$ cat src/rtl/mips16_run_ctrl_if.sv
// Host command channel and instruction-memory write port of the run controller.
// master = host/testbench side, slave = controller side.
interface mips16_run_ctrl_if #(
  parameter int IMEM_AW = 8
);
  logic               cmd_valid;
  logic               cmd_ready;
  logic [2:0]         cmd_op;
  logic [15:0]        cmd_data;
  logic               imem_we;
  logic [IMEM_AW-1:0] imem_addr;
  logic [15:0]        imem_wdata;

  modport master (
    output cmd_valid, cmd_op, cmd_data,
    input  cmd_ready, imem_we, imem_addr, imem_wdata
  );

  modport slave (
    input  cmd_valid, cmd_op, cmd_data,
    output cmd_ready, imem_we, imem_addr, imem_wdata
  );
endinterface

$ cat src/rtl/mips16_run_ctrl.sv
// Run controller for the 16-bit CPU: loads instruction memory, resets/runs/halts/steps the core.
// Optional PC breakpoint under MIPS16_RUN_CTRL_BREAKPOINT_EN; cmd_ready low in CPURST and STEP.
module mips16_run_ctrl #(
  parameter int IMEM_AW = 8
) (
  input  logic                  clk,
  input  logic                  reset,
  mips16_run_ctrl_if.slave      bus,
  input  logic [15:0]           pc_in,
  output logic                  cpu_rst,
  output logic                  cpu_clk_en,
  output logic [2:0]            state,
  output logic                  halted,
  output logic [15:0]           cyc_count
);

  typedef enum logic [2:0] {
    S_IDLE   = 3'd0,
    S_LOAD   = 3'd1,
    S_CPURST = 3'd2,
    S_RUN    = 3'd3,
    S_STEP   = 3'd4,
    S_HALT   = 3'd5
  } st_e;

  localparam logic [2:0] OP_LOAD  = 3'd1;
  localparam logic [2:0] OP_RUN   = 3'd2;
  localparam logic [2:0] OP_STEP  = 3'd3;
  localparam logic [2:0] OP_HALT  = 3'd4;
  localparam logic [IMEM_AW-1:0] PTR_ONE = {{(IMEM_AW-1){1'b0}}, 1'b1};

  st_e                st_q, st_d;
  logic               rst_cnt;
  logic [IMEM_AW-1:0] ptr;
  logic               we_q;
  logic [IMEM_AW-1:0] addr_q;
  logic [15:0]        wdata_q;
  logic               acc;
  logic               load_ptr;
  logic               wr;
  logic               start;
  logic               bp_hit;

  assign bus.cmd_ready  = (st_q != S_CPURST) && (st_q != S_STEP);
  assign acc            = bus.cmd_valid && bus.cmd_ready;
  assign cpu_rst        = (st_q == S_IDLE) || (st_q == S_LOAD) || (st_q == S_CPURST);
  // A breakpoint hit gates the clock in the same cycle so the instruction at that PC never executes.
  assign cpu_clk_en     = ((st_q == S_RUN) && !bp_hit) || (st_q == S_STEP);
  assign halted         = (st_q == S_HALT);
  assign state          = st_q;
  assign bus.imem_we    = we_q;
  assign bus.imem_addr  = addr_q;
  assign bus.imem_wdata = wdata_q;

  always_comb begin
    st_d     = st_q;
    load_ptr = 1'b0;
    wr       = 1'b0;
    start    = 1'b0;
    case (st_q)
      S_IDLE: begin
        if (acc && bus.cmd_op == OP_LOAD) begin
          st_d     = S_LOAD;
          load_ptr = 1'b1;
        end else if (acc && bus.cmd_op == OP_RUN) begin
          st_d  = S_CPURST;
          start = 1'b1;
        end
      end
      S_LOAD: begin
        if (acc && bus.cmd_op == OP_LOAD) begin
          wr = 1'b1;
        end else if (acc && bus.cmd_op == OP_RUN) begin
          st_d  = S_CPURST;
          start = 1'b1;
        end else if (acc && bus.cmd_op == OP_HALT) begin
          st_d = S_IDLE;
        end
      end
      S_CPURST: if (rst_cnt) st_d = S_RUN;
      S_RUN:    if (bp_hit || (acc && bus.cmd_op == OP_HALT)) st_d = S_HALT;
      S_STEP:   st_d = S_HALT;
      S_HALT: begin
        if (acc && bus.cmd_op == OP_RUN) begin
          st_d = S_RUN;
        end else if (acc && bus.cmd_op == OP_STEP) begin
          st_d = S_STEP;
        end else if (acc && bus.cmd_op == OP_LOAD) begin
          st_d     = S_LOAD;
          load_ptr = 1'b1;
        end
      end
      default:  st_d = S_IDLE;
    endcase
  end

  always_ff @(posedge clk or negedge reset) begin
    if (!reset) begin
      st_q      <= S_IDLE;
      rst_cnt   <= 1'b0;
      ptr       <= '0;
      we_q      <= 1'b0;
      addr_q    <= '0;
      wdata_q   <= '0;
      cyc_count <= '0;
    end else begin
      st_q    <= st_d;
      // Second CPURST cycle is marked so the CPU sees exactly two reset cycles.
      rst_cnt <= (st_q == S_CPURST) && !rst_cnt;
      we_q    <= wr;
      if (wr) begin
        addr_q  <= ptr;
        wdata_q <= bus.cmd_data;
        ptr     <= ptr + PTR_ONE;
      end else if (load_ptr) begin
        ptr <= bus.cmd_data[IMEM_AW-1:0];
      end
      if (start)
        cyc_count <= '0;
      else if (cpu_clk_en && cyc_count != 16'hFFFF)
        cyc_count <= cyc_count + 16'd1;
    end
  end

`ifdef MIPS16_RUN_CTRL_BREAKPOINT_EN
  localparam logic [2:0] OP_SETBP = 3'd5;
  logic [15:0] bp_pc;
  logic        bp_vld;

  always_ff @(posedge clk or negedge reset) begin
    if (!reset) begin
      bp_pc  <= '0;
      bp_vld <= 1'b0;
    end else if (acc && bus.cmd_op == OP_SETBP) begin
      bp_pc  <= bus.cmd_data;
      bp_vld <= 1'b1;
    end
  end

  assign bp_hit = (st_q == S_RUN) && bp_vld && (pc_in == bp_pc);
`else
  logic unused_pc;
  assign unused_pc = ^pc_in;
  assign bp_hit    = 1'b0;
`endif

endmodule

$ cat src/flat_wrapper.sv
// flat-port wrapper written by rule: the top's interface ports become plain ports
module mips16_run_ctrl_flat 
#(
  parameter int IMEM_AW = 8
)
  (clk, reset, pc_in, cpu_rst, cpu_clk_en, state, halted, cyc_count, bus_cmd_valid, bus_cmd_op, bus_cmd_data, bus_cmd_ready, bus_imem_we, bus_imem_addr, bus_imem_wdata);
  mips16_run_ctrl_if #(.IMEM_AW(IMEM_AW)) bus_i ();
  input  logic clk;
  input  logic reset;
  input  logic [15:0] pc_in;
  output logic cpu_rst;
  output logic cpu_clk_en;
  output logic [2:0] state;
  output logic halted;
  output logic [15:0] cyc_count;
  input wire logic [$bits(bus_i.cmd_valid)-1:0] bus_cmd_valid;
  input wire logic [$bits(bus_i.cmd_op)-1:0] bus_cmd_op;
  input wire logic [$bits(bus_i.cmd_data)-1:0] bus_cmd_data;
  output wire logic [$bits(bus_i.cmd_ready)-1:0] bus_cmd_ready;
  output wire logic [$bits(bus_i.imem_we)-1:0] bus_imem_we;
  output wire logic [$bits(bus_i.imem_addr)-1:0] bus_imem_addr;
  output wire logic [$bits(bus_i.imem_wdata)-1:0] bus_imem_wdata;
  assign bus_i.cmd_valid = bus_cmd_valid;
  assign bus_i.cmd_op = bus_cmd_op;
  assign bus_i.cmd_data = bus_cmd_data;
  assign bus_cmd_ready = bus_i.cmd_ready;
  assign bus_imem_we = bus_i.imem_we;
  assign bus_imem_addr = bus_i.imem_addr;
  assign bus_imem_wdata = bus_i.imem_wdata;
  mips16_run_ctrl #(.IMEM_AW(IMEM_AW)) u_core (.clk(clk), .reset(reset), .bus(bus_i), .pc_in(pc_in), .cpu_rst(cpu_rst), .cpu_clk_en(cpu_clk_en), .state(state), .halted(halted), .cyc_count(cyc_count));
endmodule
$ cat config.mk
export PLATFORM = sky130hd
export DESIGN_NAME = mips16_run_ctrl_flat
export DESIGN_NICKNAME = d
export VERILOG_FILES = /design/src/rtl/mips16_run_ctrl_if.sv /design/src/rtl/mips16_run_ctrl.sv /design/src/flat_wrapper.sv
export SDC_FILE = /design/constraint.sdc
export NUM_CORES = 1
export LEC_CHECK = 0
export BUFFER_PORTS_ARGS = -buffer_cell sky130_fd_sc_hd__buf_2
export CAP_MARGIN = 10
export CORE_MARGIN = 2
export CORE_UTILIZATION = 39
export DETAILED_ROUTE_END_ITERATION = 12
export PLACE_DENSITY = 0.7
export SYNTH_ARGS = -nofsm -noshare
export SYNTH_HDL_FRONTEND = slang
export SYNTH_SLANG_ARGS = --single-unit
export TNS_END_PERCENT = 20
$ cat constraint.sdc
create_clock -name clk -period 3.4 [get_ports clk]
set_clock_uncertainty 0.05 [all_clocks]
set_input_delay 0.17 -clock clk [delete_from_list [all_inputs] [get_ports clk]]
set_output_delay 0.17 -clock clk [all_outputs]
set_load 0.05 [all_outputs]
==> flow_summary.json <==
{
  "grtUsageTotal_pct": 18.0,
  "synthFlopType": "dfrtp_1",
  "period_minus_slack_ns": 2.22,
  "worstSkewPairLatency_ns": 0.30,
  "worst_slew_pin_slew_ns": 0.682,
  "cpPeakStageDelay_ns": 0.64,
  "clkSlewWorstSetupHoldPaths_ns": 0.10,
  "combPwrFrac_pct": 49.4,
  "tritoncts": "done",
  "yosysMostFrequentCell": "nand2_1",
  "ys_seq_area_share_pct": 48.3,
  "cts_buffers": 5,
  "yosysUniqueCellTypes": 48,
  "wl_met1_mm": 3.00,
  "post_synth_fa_ha_maj_area_fraction_pct": 0.911,
  "synth-compound-area-share_pct": 14.9,
  "netlist.area_leader.share_pct": 48.3,
  "die_h_um": 87.9,
  "grt-ovfl-total": 0,
  "cp_top_family": "flip-flops",
  "clock-sinks": 53,
  "drt-total-wl_mm": 6.53,
  "synth_cells": 303,
  "ioPinCount": 86,
  "crit_path_start_kind": "register",
  "syn_avg_cell_area_um2": 9.07,
  "p_clk_share_pct": 14.9,
  "grt_max_degree": 35,
  "clockRootBuffer": "clkbuf_8",
  "drive_gt1_share_pct": 24.2,
  "final-instance-count-excl-fill": 476,
  "crit_chain": "nor3b_4 -> nand2_1 -> inv_2 -> a2111oi_0 -> o21a_1",
  "cp.arrival_ns": 2.37,
  "worst-path-buf-inv": 1,
  "num_rows": 30,
  "synthMuxAreaShare_pct": 2.91,
  "fmax_mhz": 451,
  "critical_path_required_ns": 3.55,
  "synthesis.nets": 343,
  "synth-xor-area-share_pct": 0.319,
  "post_cts_buffers": 0,
  "cts_hold_buf": 9,
  "synthArstFlopShare_pct": 100,
  "slew_viol_final": 0,
  "finalSetupViolations": 0,
  "rsz0062_at_grt": "no",
  "area_growth_pct": 23.9,
  "vias_per_cell": 5.36,
  "drt.antenna.violating_nets": 0,
  "fin_setup_tns_ns": 0,
  "timing.final.crit_share_pct": 65.3,
  "coreArea_mm2": 0.00679,
  "drt_iter0_markers": 181,
  "dr_wl_met3_um": 293,
  "synth-simple-area-share_pct": 29.7,
  "power_switching_uw": 1750,
  "grt_antenna_before_repair": 0,
  "critPathMaxFanout": 34,
  "yosys_warnings": 0,
  "slew_headroom_pct": 54.6,
  "vdd_drop_max_v": 0.000395,
  "hold_viol_final": 0,
  "switching_share_pct": 52.2,
  "yosysTopAreaCell": "dfrtp_1",
  "antenna_cells": 0,
  "ys_top_cells_by_area": "dfrtp_1 (48%), nand2_1 (12%), a21oi_1 (3.5%)",
  "synth_commonest_cells": "nand2_1 (91), dfrtp_1 (53), a21oi_1 (19)",
  "route.detailed.drc": 0,
  "internal-power_uw": 1610,
  "placed_cells": 459,
  "htreeDepth": 2,
  "postCtsResizedCells": 0,
  "die_w_um": 87.9,
  "maxCapViolations": 0,
  "dr_wl_met2_mm": 3.15,
  "outcome": "finished, final reports clean",
  "gp_congestion": 0.883,
  "synth_edf_count": 0,
  "dieArea_mm2": 0.00773,
  "p_seq_share_pct": 35.7,
  "dr.pass1.iters": 4,
  "cts_buffer_depth": 2,
  "cpMaxStageDelayCell": "dfrtp_1",
  "grt_pass1_wl_mm": 11.1,
  "vias": 2551,
  "dp_hpwl_mm": 4.49,
  "top_layer": "met4",
  "syn_area_mm2": 0.00275,
  "io_buffers": 69,
  "synth_top_family_by_area": "simple AND/OR/NAND/NOR gates",
  "hp-class": "primary input to register",
  "final_nets": 419,
  "initial_core_util_pct": 40.4,
  "drt-wirelength-per-cell_um": 13.7,
  "p_leak_uw": 0.00164,
  "yosys_register_bits": 53,
  "grt_pass1_vias": 2444,
  "place_ws_ns": 1.21,
  "setup_slack_ns": 1.18,
  "cp-end-kind": "register",
  "power_density_mw_per_mm2": 987,
  "critPathKind": "register to register",
  "nFillCells": 633
}
[path summary, 6_finish.rpt]
path                            depth (start not counted)  slack (ns)                         from                                    end
min in group asynchronous                               2        0.38                        reset        u_core.cyc_count[0]$_DFFE_PN0P_
max in group asynchronous                               3        2.12                        reset  u_core.bus.imem_wdata[11]$_DFFE_PN0P_
worst min register to register                          1        0.42     u_core.rst_cnt$_DFF_PN0_               u_core.rst_cnt$_DFF_PN0_
worst min-delay path                                    3        0.02              bus_cmd_data[3]   u_core.bus.imem_wdata[3]$_DFFE_PN0P_
worst max-delay path                                    5        1.18  u_core.state[0]$_DFFE_PN0P_            u_core.state[1]$_DFFE_PN0P_
worst max register to register                          5        1.18  u_core.state[0]$_DFFE_PN0P_            u_core.state[1]$_DFFE_PN0P_
[flip-flops by register name, indices dropped and copies added (netlist names)]
register and flops:
u_core.bus.imem_we 1, u_core.bus.imem_addr 8, u_core.rst_cnt 1, u_core.bus.imem_wdata 16
u_core.state 3, u_core.cyc_count 16, u_core.ptr 8
[power groups by stage]
stage          sequential (uW)  combinational [uW]  clock, uW
3_3_place_gp              1190                1630          0
2_1_floorplan             1880                 567          0
5_1_grt                   1250                1790        546
4_1_cts                   1200                1670        520
3_5_place_dp              1210                1660          0
6_report                  1200                1660        502
[cells in the final DEF, fill, tap and decap left out, types with 3 or more instances in the layout]
master	count
nand3_1	17
dfrtp_1	53
clkbuf_8	5
nor2b_1	5
buf_2	69
inv_1	6
a2bb2oi_1	3
or4_1	6
o31ai_1	6
a21oi_1	19
nand4_1	5
nor2_1	5
mux2i_1	8
o21ai_0	9
a31oi_1	3
nor3_1	9
nand2_1	91
buf_4	3
o22ai_1	3
o21a_1	6
dlygate4sd3_1	9
[layout make-up]
type	count	area, um2	share of cell area (%)
clock buffer	5	68.8	2.02
clock inverter	3	65.1	1.91
inverter	7	26.3	0.772
multi-input combinational	231	1340	39.4
sequential	53	1330	39.0
tap	96	120	3.53
timing repair buffer	81	458	13.5
[stage by stage]
stage               utilization (%)  hold WS [ns]  cell area [um2]  total power [uW]
floorplan                         -        -0.176             2750              2450
global route                   50.1        0.0249             3400              3580
CTS                            50.1        0.0113             3400              3380
finish                         50.1        0.0206             3400              3360
global placement               46.8         0.194             3180              2820
detailed placement             46.8         0.211             3180              2860
[kinds of logic after synthesis]
family,count (synthesis)
simple gates,160
compound gates,60
flops,53
buf+inv,19
mux,8
fa+ha+maj,2
xor+xnor,1
[worst min-delay path: stages]
cell     delay [ns]
buf_2          0.09
nand2_1        0.04
nand2_1        0.05
[per-layer routing]
layer	track usage (%)	vias up
met4	4.90	0
met3	3.77	7
li1	-	1234
met1	23.5	1236
met5	0	-
met2	30.2	74
(Power assumes the default switching activity.)
